[config.mk]
export PLATFORM = sky130hd
export DESIGN_NAME = vco_sweep_controller
export DESIGN_NICKNAME = d
export VERILOG_FILES = /design/src/rtl/vco_ctrl_pkg.sv /design/src/rtl/vco_dwell_timer.sv /design/src/rtl/vco_sweep_controller.sv
export SDC_FILE = /design/constraint.sdc
export NUM_CORES = 1
export LEC_CHECK = 0
export ABC_CLOCK_PERIOD_IN_PS = 4600
export BUFFER_PORTS_ARGS = -buffer_cell sky130_fd_sc_hd__buf_2
export CAP_MARGIN = 40
export CORE_MARGIN = 5
export CORE_UTILIZATION = 25
export CTS_CLUSTER_DIAMETER = 60
export CTS_CLUSTER_SIZE = 10
export DETAILED_ROUTE_END_ITERATION = 6
export GPL_TIMING_DRIVEN = 1
export PLACE_DENSITY = 0.47
export SYNTH_ARGS = -nofsm -noshare
export SYNTH_HDL_FRONTEND = slang
export SYNTH_SLANG_ARGS = --single-unit
[constraint.sdc]
create_clock -name clk -period 4.6 [get_ports clk]
set_input_delay 0.92 -clock clk [delete_from_list [all_inputs] [get_ports clk]]
set_output_delay 0.92 -clock clk [all_outputs]
set_load 0.01 [all_outputs]
[src/rtl/vco_ctrl_pkg.sv]
// Shared types, encodings and the code-advance rule for the VCO sweep controller.
// The advance rule lives here so the controller's next-state and output logic agree on one definition.
package vco_ctrl_pkg;

    localparam int unsigned CODE_W = 3;

    typedef logic [CODE_W-1:0] code_t;

    typedef enum logic [1:0] {
        S_IDLE  = 2'b00,
        S_LOAD  = 2'b01,
        S_DWELL = 2'b10,
        S_DONE  = 2'b11
    } state_t;

    localparam logic [1:0] MODE_UP   = 2'b00;
    localparam logic [1:0] MODE_DOWN = 2'b01;
    localparam logic [1:0] MODE_TRI  = 2'b10;

    localparam logic RANGE_KHZ = 1'b0;
    localparam logic RANGE_HZ  = 1'b1;

    // Sweep configuration captured when a sweep is accepted
    typedef struct packed {
        logic       range;
        code_t      lo;
        code_t      hi;
        logic [1:0] mode;
        logic       rep;
    } sweep_cfg_t;

    // Result of advancing one step: the next code, the triangle direction, and end-of-sweep
    typedef struct packed {
        code_t code;
        logic  dir_up;
        logic  finish;
    } advance_t;

    // Mode 11 behaves as up, so it is folded into MODE_UP when captured
    function automatic logic [1:0] norm_mode(input logic [1:0] mode);
        return (mode == MODE_DOWN || mode == MODE_TRI) ? mode : MODE_UP;
    endfunction

    function automatic code_t first_code(input logic [1:0] mode, input code_t lo, input code_t hi);
        return (mode == MODE_DOWN) ? hi : lo;
    endfunction

    function automatic advance_t next_code(input logic [1:0] mode, input code_t lo,
                                           input code_t hi, input logic rep,
                                           input code_t code, input logic dir_up);
        advance_t a;
        a.code   = code;
        a.dir_up = dir_up;
        a.finish = 1'b0;
        if (lo == hi) begin
            a.finish = !rep;
        end else if (mode == MODE_DOWN) begin
            if (code == lo) begin
                a.code   = hi;
                a.finish = !rep;
            end else begin
                a.code = code - CODE_W'(1);
            end
        end else if (mode == MODE_TRI) begin
            if (dir_up) begin
                if (code == hi) begin
                    a.code   = code - CODE_W'(1);
                    a.dir_up = 1'b0;
                end else begin
                    a.code = code + CODE_W'(1);
                end
            end else if (code == lo) begin
                // Restart the up leg one above lo so lo is not emitted twice
                a.code   = lo + CODE_W'(1);
                a.dir_up = 1'b1;
                a.finish = !rep;
            end else begin
                a.code = code - CODE_W'(1);
            end
        end else begin
            if (code == hi) begin
                a.code   = lo;
                a.finish = !rep;
            end else begin
                a.code = code + CODE_W'(1);
            end
        end
        return a;
    endfunction

endpackage

[src/rtl/vco_dwell_timer.sv]
// Dwell timer: after load, expire_c rises for one cycle max(dwell,1) cycles later.
// expire_c is decoded from the counter and consumed only inside the controller.
module vco_dwell_timer #(
    parameter int unsigned DWELL_W = 16
) (
    input  logic               clk,
    input  logic               reset,
    input  logic               load,
    input  logic [DWELL_W-1:0] dwell,
    output logic               expire_c
);

    logic [DWELL_W-1:0] cnt;
    logic               armed;

    // Load dwell-1 (zero treated as one) and count down to zero while armed
    always_ff @(posedge clk or posedge reset) begin
        if (reset) begin
            cnt   <= '0;
            armed <= 1'b0;
        end else if (load) begin
            cnt   <= (dwell == '0) ? '0 : dwell - DWELL_W'(1);
            armed <= 1'b1;
        end else if (armed) begin
            if (cnt == '0) begin
                armed <= 1'b0;
            end else begin
                cnt <= cnt - DWELL_W'(1);
            end
        end
    end

    assign expire_c = armed && (cnt == '0);

endmodule

[src/rtl/vco_sweep_controller.sv]
// Steps a 3-bit VCO control code through up, down or triangle sweeps with a programmable dwell.
// All outputs are flops; configuration is captured at start so later input changes are ignored.
module vco_sweep_controller
    import vco_ctrl_pkg::*;
#(
    parameter int unsigned DWELL_W = 16
) (
    input  logic               clk,
    input  logic               reset,
    input  logic               start,
    input  logic               abort,
    input  logic               sweep_range,
    input  logic [2:0]         f_lo,
    input  logic [2:0]         f_hi,
    input  logic [1:0]         mode,
    input  logic               repeat_en,
    input  logic [DWELL_W-1:0] dwell,
    output logic               vco_range,
    output logic [2:0]         vco_freq,
    output logic               step,
    output logic               busy,
    output logic               done,
    output logic               err
);

    state_t             state;
    state_t             state_nxt;
    sweep_cfg_t         cfg;
    sweep_cfg_t         cfg_nxt;
    logic [DWELL_W-1:0] cfg_dwell;
    logic [DWELL_W-1:0] cfg_dwell_nxt;
    logic               dir_up;
    logic               dir_nxt;

    logic               range_nxt;
    code_t              freq_nxt;
    logic               step_nxt;
    logic               busy_nxt;
    logic               done_nxt;
    logic               err_nxt;

    logic               cfg_ok_c;
    logic               tmr_load_c;
    logic               expire_c;
    advance_t           adv_c;

    assign cfg_ok_c = (f_lo <= f_hi);
    assign adv_c    = next_code(cfg.mode, cfg.lo, cfg.hi, cfg.rep, vco_freq, dir_up);

    vco_dwell_timer #(
        .DWELL_W (DWELL_W)
    ) u_dwell_timer (
        .clk      (clk),
        .reset    (reset),
        .load     (tmr_load_c),
        .dwell    (cfg_dwell),
        .expire_c (expire_c)
    );

    always_ff @(posedge clk or posedge reset) begin
        if (reset) begin
            state <= S_IDLE;
        end else begin
            state <= state_nxt;
        end
    end

    // Next state; abort overrides every transition, including a start in IDLE
    always_comb begin
        state_nxt = state;
        case (state)
            S_IDLE:  if (start && cfg_ok_c) state_nxt = S_LOAD;
            S_LOAD:  state_nxt = S_DWELL;
            S_DWELL: if (expire_c && adv_c.finish) state_nxt = S_DONE;
            S_DONE:  state_nxt = S_IDLE;
            default: state_nxt = S_IDLE;
        endcase
        if (abort) begin
            state_nxt = S_IDLE;
        end
    end

    // Next values for the output flops, the captured configuration and the dwell timer load
    always_comb begin
        range_nxt     = vco_range;
        freq_nxt      = vco_freq;
        step_nxt      = 1'b0;
        err_nxt       = 1'b0;
        dir_nxt       = dir_up;
        cfg_nxt       = cfg;
        cfg_dwell_nxt = cfg_dwell;
        tmr_load_c    = 1'b0;
        case (state)
            S_IDLE: begin
                if (start && cfg_ok_c) begin
                    cfg_nxt.range = sweep_range;
                    cfg_nxt.lo    = f_lo;
                    cfg_nxt.hi    = f_hi;
                    cfg_nxt.mode  = norm_mode(mode);
                    cfg_nxt.rep   = repeat_en;
                    cfg_dwell_nxt = dwell;
                end else if (start) begin
                    err_nxt = 1'b1;
                end
            end
            S_LOAD: begin
                range_nxt  = cfg.range;
                freq_nxt   = first_code(cfg.mode, cfg.lo, cfg.hi);
                step_nxt   = 1'b1;
                dir_nxt    = 1'b1;
                tmr_load_c = 1'b1;
            end
            S_DWELL: begin
                if (expire_c && !adv_c.finish) begin
                    freq_nxt   = adv_c.code;
                    dir_nxt    = adv_c.dir_up;
                    step_nxt   = 1'b1;
                    tmr_load_c = 1'b1;
                end
            end
            default: ;
        endcase
        busy_nxt = (state_nxt == S_LOAD) || (state_nxt == S_DWELL);
        done_nxt = (state_nxt == S_DONE);
        if (abort) begin
            freq_nxt      = '0;
            step_nxt      = 1'b0;
            err_nxt       = 1'b0;
            tmr_load_c    = 1'b0;
            cfg_nxt       = cfg;
            cfg_dwell_nxt = cfg_dwell;
        end
    end

    always_ff @(posedge clk or posedge reset) begin
        if (reset) begin
            vco_range <= RANGE_KHZ;
            vco_freq  <= '0;
            step      <= 1'b0;
            busy      <= 1'b0;
            done      <= 1'b0;
            err       <= 1'b0;
            dir_up    <= 1'b0;
            cfg       <= '0;
            cfg_dwell <= '0;
        end else begin
            vco_range <= range_nxt;
            vco_freq  <= freq_nxt;
            step      <= step_nxt;
            busy      <= busy_nxt;
            done      <= done_nxt;
            err       <= err_nxt;
            dir_up    <= dir_nxt;
            cfg       <= cfg_nxt;
            cfg_dwell <= cfg_dwell_nxt;
        end
    end

endmodule

==> results.md, run 1 <==
- Distinct cells, synth: between 50 and 60
- PD cells: ~640 nW/µm²
- Initial core utilization: 0.255
- Critical R2R Launch: cfg[1]
- Max-Cap Viols: 0
- Status: finished, final reports clean
- Final setup violating endpoints: 0
- Hold_buf cts: 0
- CP required: roughly 4.8 ns
- Sequential cell area: around 1400 µm²
- Count of final hold-check violations: 0
- RSZ-0062 raised after global routing: false
- Worst skew pair latency: just under 0.3 ns
- Max VDD drop: approximately 0.00021 V
- Startpoint types: input port
- Slew @ Worst Pin: between 0.6 and 0.7 ns
- Initial antenna violation count: 0
- EDFF count, synth: 0
- Post-CTS sizing: 0
- Leading cell type in the layout, fill and taps excluded: dfrtp_1
- Slew Viols, Final: 0
- Share of cells above drive strength 1: 0.217
- Switch share: 0.416
- P&R area growth vs syn: 16.1%
- Asr flop ratio synth: 1.00
- Largest net degree at the start of global routing: 35
- Mapped Nets: between 300 and 400
- IO Port Bufs: 37
- Critical path arrival: 2.97 ns
- Comb pwr share: 0.447
- TritonCTS Sinks: between 50 and 60
- Drt first-iter violations: 56
- Seq pwr share: 0.387
- Die width: 127 µm
- Htree depth: 2
- Critical path class: in -> reg
- Core Region: 13300 µm²
- CP endpoint kind: flop
- Final period utilization: 0.607
- CTS Root Cell: clkbuf_16
- Total grt overflow: 0
- Multi-input logic area: just under 2000 µm²
- Antenna cells: 0
- Filler cell count: 1388
- Worst path bufs/invs: 2
- Register area share after synthesis: 0.398
- Cell area after synthesis: around 3400 µm²
- GRT Overall Usage: 0.0974
- Rel. slew slack: 0.537
- Power Internal: around 1500 µW
- Crit Path Max Fanout: 25
- Largest delay share family, worst path: simple AND/OR/NAND/NOR gates
- First-pass GRT wire length: 12.9 mm
- Switching power: roughly 1000 µW
- Syn Area/Cell: just under 10 µm²
- # nets final: about 430
- Vias after detailed routing: approximately 2600
- Clock power frac: 0.166
- Drt drc: 0
- Post-DP Area: about 3800 µm²
- Routed wire length: roughly 7.5 mm
- Min-delay src: cfg[9]
- Gate Count Post-Synth: 343
- Utilization after layout: 0.297
- Pre-Repair DR Iteration Count: 4
- Post CTS Setup Buffer Count: 0
- Clock skew: between 0.004 and 0.005 ns
- CTS Buffer Depth: 2
- #FFs+latches synth: 54
- Vias per inst: ~4.6
- Fmax: between 300 and 400 MHz
- Hold Path Class: reg -> reg
- WL/cell: around 13 µm
- Final ANT Viol Nets: 0
- Placed cell count: 550
- Crit path time final: 2.79 ns
- Setup tns final: 0 ns
- Cell Count, Final, Fillers Out: approximately 560
- Vias in the first global route: between 2000 and 3000
- Die Area: around 16000 µm²
- Design area: ~3900 µm²
- Die height: approximately 130 µm
- Synth Warn #: 0
- Slowest cell delay on critical path: ~0.37 ns
- TritonCTS clock tree: done
- Critical-path top delay cell: buf_4
- Num CTS Buffers: 5
- Dominant synthesized flop cell: dfrtp_1
- Worst Setup SP: f_lo[1]
- Commonest cells after routing, fill and taps aside: 54 x dfrtp_1, 39 x nand2_1, 37 x buf_2
- Num rows: 42
- DP Wirelength: 5.90 mm
- Clock slew at reported path FFs: 0.07 ns
- Crit-path cells: buf_2 > ha_1 > nor2b_1 > o21a_1 > o21ai_0 > nor2b_2 > buf_4 > mux2_2
- RD Place Congestion: between 0.8 and 0.9
- Pleak: 0.00177 µW
- Num ports: 38
final timing paths:
kind	endpoint	slack, ns	cells past startpoint
min in group asynchronous	cfg[9]	0.62	2
worst min register to register	cfg[9]	0.51	1
max in group asynchronous	u_dwell_timer.cnt[5]	3.18	3
worst min-delay path	cfg[9]	0.51	1
worst max-delay path	cfg_dwell[4]	1.81	8
worst max register to register	busy	2.04	7
power by group through the flow:
stage                     clock, µW  combinational (µW)  sequential, µW
after global routing            451                1270            1020
after CTS                       437                1140             980
after global placement            0                1120             984
after floorplan                   0                 918             900
final                           418                1130             978
after detailed placement          0                1130             988
flip-flops by register name, summed over array words and instances, names as in the netlist:
| register | count |
|---|---|
| err | 1 |
| u_dwell_timer.cnt | 16 |
| step | 1 |
| cfg_dwell | 16 |
| busy | 1 |
| vco_freq | 3 |
| cfg | 10 |
| done | 1 |
| vco_range | 1 |
| state | 2 |
| dir_up | 1 |
| u_dwell_timer.armed | 1 |
area by class of cell:
cell class / instances / area share
clock buffers: 8 / 0.0422
inverters: 21 / 0.0200
multi-input cells: 260 / 0.488
flip-flops and latches: 54 / 0.343
well taps: 176 / 0.0559
repair buffers: 39 / 0.0508
Yosys cell counts (all sizes together), types with 2 or more instances:
library cell / number / share of area
o41ai: 5 / 0.015
xor2: 21 / 0.056
nor2b: 7 / 0.013
inv: 21 / 0.023
a21oi: 4 / 0.0059
o21ai: 10 / 0.015
xnor2: 14 / 0.036
nand3: 7 / 0.010
nand2: 40 / 0.045
nor2: 21 / 0.023
o31ai: 2 / 0.0044
mux2i: 20 / 0.059
mux2: 24 / 0.080
nand4: 2 / 0.0037
o21a: 2 / 0.0044
or2: 2 / 0.0037
a2111oi: 2 / 0.0070
dfrtp: 54 / 0.40
buf: 5 / 0.0092
or4: 5 / 0.012
clkbuf: 3 / 0.0033
nand3b: 6 / 0.013
ha: 14 / 0.052
a211oi: 4 / 0.0088
or3: 4 / 0.0092
and3: 5 / 0.0092
nand2b: 4 / 0.0074
nor3: 15 / 0.024
o211ai: 2 / 0.0044
nor4: 6 / 0.015
metal layers:
layer	wire, µm	vias up	share of wire	track usage
met3	282	4	0.038	0.0206
met5	0	-	0	0
met2	3440	45	0.46	0.153
met4	88	0	0.012	0.0278
met1	3700	1248	0.49	0.136
li1	-	1280	-	-
cell families after synthesis:
group / Yosys count / share of synthesized area
and+or+nand+nor: 128 / 0.197
DFF: 54 / 0.398
muxes: 44 / 0.139
AOI/OAI and AO/OA: 38 / 0.0829
xor gates and xnor gates: 35 / 0.0925
buffers and inverters: 29 / 0.0357
adders and majority gates: 15 / 0.0549
through the flow:
| stage | setup WS, ns | hold slack [ns] | power (µW) |
|---|---|---|---|
| 6_report | 1.81 | 0.509 | 2530 |
| 5_1_grt | 1.63 | 0.530 | 2750 |
| 4_1_cts | 1.80 | 0.513 | 2550 |
| 3_5_place_dp | 1.50 | 0.492 | 2120 |
| 3_3_place_gp | 1.49 | 0.485 | 2100 |
| 2_1_floorplan | 1.95 | 0.475 | 1820 |
Power figures use the tool's default switching activity.
==> inputs of run 2 (changes only) <==
Settings changed: ABC_CLOCK_PERIOD_IN_PS 4600 to 2600.
Clock period 4.6 ns to 2.6 ns, I/O delays scaled along.
==> run 2 against run 1 <==
Against the previous run: combinational power rose by 88%; cell area rose by 3.7%; hold slack got worse by 0.21 ns; power up 87%; critical path type is now reg -> reg; sequential share of layout area fell by 1.2 points; largest power group unchanged; critical path depth fell by 1; routed wire length is 4.4% higher.
==> results.md, run 2 (synthesized netlist as in run 1, its figures left out) <==
- Leading cell type in the layout, fill and taps excluded: dfrtp_1
- Slew Viols, Final: 0 (unchanged)
- Drt drc: 0 (unchanged)
- Worst skew pair latency: 0.29 ns (about the same)
- Critical-path top delay cell: dfrtp_1
- Die Area: 16000 µm² (unchanged)
- Met3 Use GR: 0.0202 (-0.000420)
- IO Port Bufs: 37 (unchanged)
- First-pass GRT wire length: 13.4 mm (+3.6%)
- Fmax: roughly 420 MHz
- CP endpoint kind: flop
- Vias per inst: 4.59 (-0.68%)
- Final setup violating endpoints: 0 (unchanged)
- Crit-path cells: xnor2_1 > o2111a_1 > o31ai_1 > nor4_1 > a211oi_1 > a311oi_1 > ha_1
- Critical path arrival: 2.54 ns (-0.43 ns)
- Commonest cells after routing, fill and taps aside: 54 x dfrtp_1, 39 x nand2_1, 37 x buf_2
- Routed wire length: 7.83 mm (+4.4%)
- Antenna cells: 0 (unchanged)
- Clock skew: 0.00607 ns (+0.00178 ns)
- Vias in the first global route: 2706 (+5.3%)
- Rel. slew slack: 0.548 (+0.0109)
- Worst Setup SP: cfg[6]
- CP required: 2.78 ns (-2.00 ns)
- CTS Buffer Depth: 2 (unchanged)
- Drt first-iter violations: 85 (+52%)
- RSZ-0062 raised after global routing: false
- Pleak: 0.00184 µW (+4.3%)
- Share of cells above drive strength 1: 0.242 (+0.0245)
- Slowest cell delay on critical path: 0.48 ns (+0.11 ns)
- Setup tns final: 0 ns (unchanged)
- GRT Max-Usage Layer: met2
- Slew @ Worst Pin: 0.679 ns (-0.0163 ns)
- Grt met2 use: 0.156 (+0.00311)
- Critical path class: reg -> reg
- Largest regs: cfg_dwell x16, u_dwell_timer.cnt x16, cfg x10
- Largest net degree at the start of global routing: 29 (-17%)
- Count of final hold-check violations: 0 (unchanged)
- Num CTS Buffers: 5 (unchanged)
- Max-Cap Viols: 0 (unchanged)
- Crit path time final: about 2.4 ns
- Post CTS Setup Buffer Count: 0 (unchanged)
- Initial core utilization: 0.255 (unchanged)
- PD cells: 1150 nW/µm² (+80%)
- Hold Path Class: in -> async
- # nets final: 436 (+2.6%)
- Total grt overflow: 0 (unchanged)
- Htree depth: 2 (unchanged)
- Max VDD drop: 0.000357 V (+69%)
- Status: finished, final reports clean
- TritonCTS clock tree: done
- Final ANT Viol Nets: 0 (unchanged)
- Hold_buf cts: 0 (unchanged)
- Worst path bufs/invs: 0 (-2)
- Pre-Repair DR Iteration Count: 4 (unchanged)
- Die height: 127 µm (unchanged)
- TritonCTS Sinks: 54 (unchanged)
- Core Region: 13300 µm² (unchanged)
- Final period utilization: 0.908
- Post-CTS sizing: 0 (unchanged)
- Initial antenna violation count: 0 (unchanged)
- Die width: 127 µm (unchanged)
- Num ports: 38 (unchanged)
- Largest delay share family, worst path: compound AO/OA/AOI/OAI gates
- DP Wirelength: 6.18 mm (+4.9%)
- Startpoint types: flop
- Crit Path Max Fanout: 7 (-72%)
- Vias after detailed routing: 2610 (+1.3%)
- GRT Overall Usage: 0.101 (+0.00401)
- Clock slew at reported path FFs: 0.07 ns (about the same)
- Final Power: 4720 µW (+87%)
- WL/cell: 13.8 µm (+2.4%)
- RD Place Congestion: 0.831 (-4.3%)
- CTS Root Cell: clkbuf_16
- Num rows: 42 (unchanged)
- Critical R2R Launch: cfg[6]
- GR Layer Usage met1: 0.142 (+0.00643)
- P&R area growth vs syn: 20.4%
==> run 2: cell count changes in the layout (fill, tap and decap cells not counted), sizes merged <==
cell,before,now
bufinv,0,2
buf,39,50
clkbuf,8,6
==> run 2: worst paths after layout <==
check / cells after the start / slack (ns) / end
max in group asynchronous: 3 / 1.73 / cfg[1]
setup reg to reg: 7 / 0.24 / busy
hold reg to reg: 1 / 0.51 / cfg[9]
hold / removal: 2 / 0.30 / cfg[9]
min in group clk: 3 / 0.43 / cfg_dwell[0]
setup / recovery: 7 / 0.24 / busy
==> run 2: routing by layer <==
| metal | up-vias | part of all wire | wire length (µm) |
|---|---|---|---|
| met2 | 45 | 0.44 | 3470 |
| met3 | 12 | 0.033 | 257 |
| met4 | 0 | 0.017 | 136 |
| met5 | - | 0 | 0 |
| met1 | 1249 | 0.51 | 3970 |
| li1 | 1304 | - | - |
==> run 2: layout make-up <==
cell class                      instances  area, µm²
Fill cell                            1389       9210
Clock buffer                            6        139
Sequential cell                        54       1350
Multi-Input combinational cell        260       1930
Timing Repair Buffer                   50        308
Inverter                               21       78.8
Tap cell                              176        220
Clock inverter                          2       60.1
==> run 2: per-stage QoR <==
stage,utilization,setup slack [ns],area (µm²),instances,hold WS (ns)
finish,0.308,0.239,4090,569,0.299
global route,0.308,0.0201,4090,569,0.347
CTS,0.307,0.208,4080,569,0.310
detailed placement,0.292,0.141,3880,561,0.491
global placement,0.292,0.216,3880,561,0.486
floorplan,-,0.330,3400,343,0.475
==> run 2: power by group <==
part	switching [µW]	internal (µW)
combinational	1110	1020
clock	315	579
sequential	465	1230
total	1890	2830
==> inputs of run 3 (changes only) <==
==> constraint.sdc (replaced) <==
create_clock -name clk -period 2.6 [get_ports clk]
set_input_delay 0.78 -clock clk [delete_from_list [all_inputs] [get_ports clk]]
set_output_delay 0.78 -clock clk [all_outputs]
set_load 0.01 [all_outputs]
==> run 3 against run 2 <==
Against the previous run: routed wire length down 1.9%; sequential share of layout area up 0.14 points; final cell count up 0.35%; count of clock-buffer cells in the layout unchanged; clock power down 16%.
==> results.md, run 3 (synthesized netlist as in run 1, its figures left out) <==
- Num rows: 42 (unchanged)
- Worst R2R Setup Slack: 0.23 ns (about the same)
- Final ANT Viol Nets: 0 (unchanged)
- Share of cells above drive strength 1: 0.243 (+0.00131)
- Vias after detailed routing: 2533 (-3.0%)
- Crit-path cells: buf_2 > ha_1 > nor2b_1 > o21a_1 > o21ai_0 > nor2b_2 > buf_12 > mux2_2
- WL/cell: 13.5 µm (-2.3%)
- Max VDD drop: 0.000492 V (+38%)
- Worst path bufs/invs: 2 (+2)
- Status: finished, final reports clean
- Pleak: 0.00183 µW (-0.50%)
- Design area: 4070 µm² (-0.43%)
- RD Place Congestion: 0.800 (-3.8%)
- Startpoint types: input port
- Sequential cell area: 1350 µm² (unchanged)
- Worst R2R End: vco_freq[1]
- CTS Root Cell: clkbuf_16
- Crit path time final: 2.39 ns (+0.0336 ns)
- CTS Buffer Depth: 2 (unchanged)
- Hold depth: 1
- Post-DP Area: 3900 µm² (+0.39%)
- Num CTS Buffers: 5 (unchanged)
- Die width: 127 µm (unchanged)
- TritonCTS clock tree: done
- Hold slack: 0.511 ns (+0.212 ns)
- Crit Path Max Fanout: 22 (+15)
- Num ports: 38 (unchanged)
- Slowest cell delay on critical path: 0.34 ns (-0.14 ns)
- Htree depth: 2 (unchanged)
- Final period utilization: 0.921 (+0.0129)
- IO Port Bufs: 37 (unchanged)
- Count of final hold-check violations: 0 (unchanged)
- Max-Cap Viols: 0 (unchanged)
- RSZ-0062 raised after global routing: false
- TritonCTS Sinks: 54 (unchanged)
- Pre-Repair DR Iteration Count: 4 (unchanged)
- Slew Viols, Final: 0 (unchanged)
- Antenna cells: 0 (unchanged)
- GRT Overall Usage: 0.101 (-0.000441)
- Post CTS Setup Buffer Count: 0 (unchanged)
- DP Wirelength: 6.14 mm (-0.65%)
- Largest regs: cfg_dwell x16, u_dwell_timer.cnt x16, cfg x10
- Multi-input logic area: 1930 µm² (unchanged)
- Die Area: 16000 µm² (unchanged)
- Drt drc: 0 (unchanged)
- First-pass GRT wire length: 13.5 mm (+0.61%)
- Critical-path top delay cell: mux2_2
- # nets final: 438 (+0.46%)
- Clock skew: 0.00742 ns (+0.00135 ns)
- Initial core utilization: 0.255 (unchanged)
- Commonest cells after routing, fill and taps aside: 54 x dfrtp_1, 39 x nand2_1, 37 x buf_2
- Rel. slew slack: 0.531 (-0.0166)
- Total grt overflow: 0 (unchanged)
- CP endpoint kind: flop
- Worst skew pair latency: 0.29 ns (about the same)
- Drt first-iter violations: 65 (-24%)
- Fmax: 418 MHz (-1.4%)
- Cell Count, Final, Fillers Out: 571 (+0.35%)
- Routed wire length: 7.68 mm (-1.9%)
- Vias in the first global route: 2664 (-1.6%)
- Critical path class: in -> reg
- Worst slack, placed: -0.119 ns (-0.259 ns)
- Min-delay src: cfg[9]
- Critical R2R Launch: vco_freq[1]
- Hold Path Sink: cfg[9]
- Initial antenna violation count: 0 (unchanged)
- Hold Path Class: reg -> reg
- Vias per inst: 4.44 (-3.3%)
- Reg2reg path depth: 6 (-1)
- Utilization after layout: 0.306 (-0.00132)
- Largest net degree at the start of global routing: 29 (unchanged)
- P&R area growth vs syn: 19.9%
- Filler cell count: 1376 (-0.94%)
- Setup WS post-layout: 0.205 ns (-0.0336 ns)
- Hold_buf cts: 0 (unchanged)
- Core Region: 13300 µm² (unchanged)
- Clock slew at reported path FFs: 0.07 ns (about the same)
- Stages on worst setup path: 8 (+1)
- CP required: 2.77 ns (about the same)
- Die height: 127 µm (unchanged)
- Critical path arrival: 2.57 ns (+0.03 ns)
- Final setup violating endpoints: 0 (unchanged)
- Largest delay share family, worst path: compound AO/OA/AOI/OAI gates
- PD cells: 1120 nW/µm² (-2.6%)
- Leading cell type in the layout, fill and taps excluded: dfrtp_1
- Slew @ Worst Pin: 0.704 ns (+0.0249 ns)
- Placed cell count: 563 (+0.36%)
## run 3: layout make-up
cell class / instances / area share
clock buffers: 6 / 0.0317
clock inverters: 2 / 0.00922
flip-flops and latches: 54 / 0.332
repair buffers: 52 / 0.0793
well taps: 176 / 0.0541
multi-input cells: 260 / 0.474
inverters: 21 / 0.0194
## run 3: layer usage
| layer | global-route usage | part of all wire | wire, µm | up-vias |
|---|---|---|---|---|
| li1 | - | - | - | 1311 |
| met3 | 0.0168 | 0.023 | 180 | 2 |
| met4 | 0.0208 | 0.0065 | 50 | 0 |
| met1 | 0.150 | 0.52 | 4020 | 1186 |
| met5 | 0 | 0 | 0 | - |
| met2 | 0.155 | 0.45 | 3430 | 34 |
## run 3: timing repair
| action | 4_1_cts | 5_1_grt |
|---|---|---|
| resized for setup | 0 | 1 |
| setup endpoints to repair | 0 | 2 |
| hold endpoints to repair | 0 | 0 |
## run 3: how the worst max path moves through the flow
stage	from	endpoint	slack, ns
6_report	f_lo[1]	cfg_dwell[5]	0.21
5_1_grt	u_dwell_timer.cnt[8]	busy	0.02
4_1_cts	f_lo[1]	cfg_dwell[5]	0.19
3_5_place_dp	f_lo[1]	cfg_dwell[5]	-0.12
3_3_place_gp	f_lo[1]	cfg_dwell[5]	-0.08
2_1_floorplan	f_hi[1]	cfg[3]	0.09
## run 3: power breakdown
group,switching [µW],internal [µW]
clock network,296,455
registers,462,1230
logic,1110,1030
total,1870,2710
## run 3: worst reg2reg max path: cells and delay by family, from the launching register on
family / cells / cell delay, ns
compound gates: 2 / 0.60
simple gates: 1 / 0.52
mux: 1 / 0.15
flops: 1 / 0.47
xor+xnor: 1 / 0.20
fa+ha+maj: 1 / 0.32
## run 3: through the flow
step	total power, µW	setup TNS, ns
2_1_floorplan	3220	0
3_3_place_gp	3800	-1.67
3_5_place_dp	3850	-2.45
4_1_cts	4630	0
5_1_grt	5000	0
6_report	4570	0
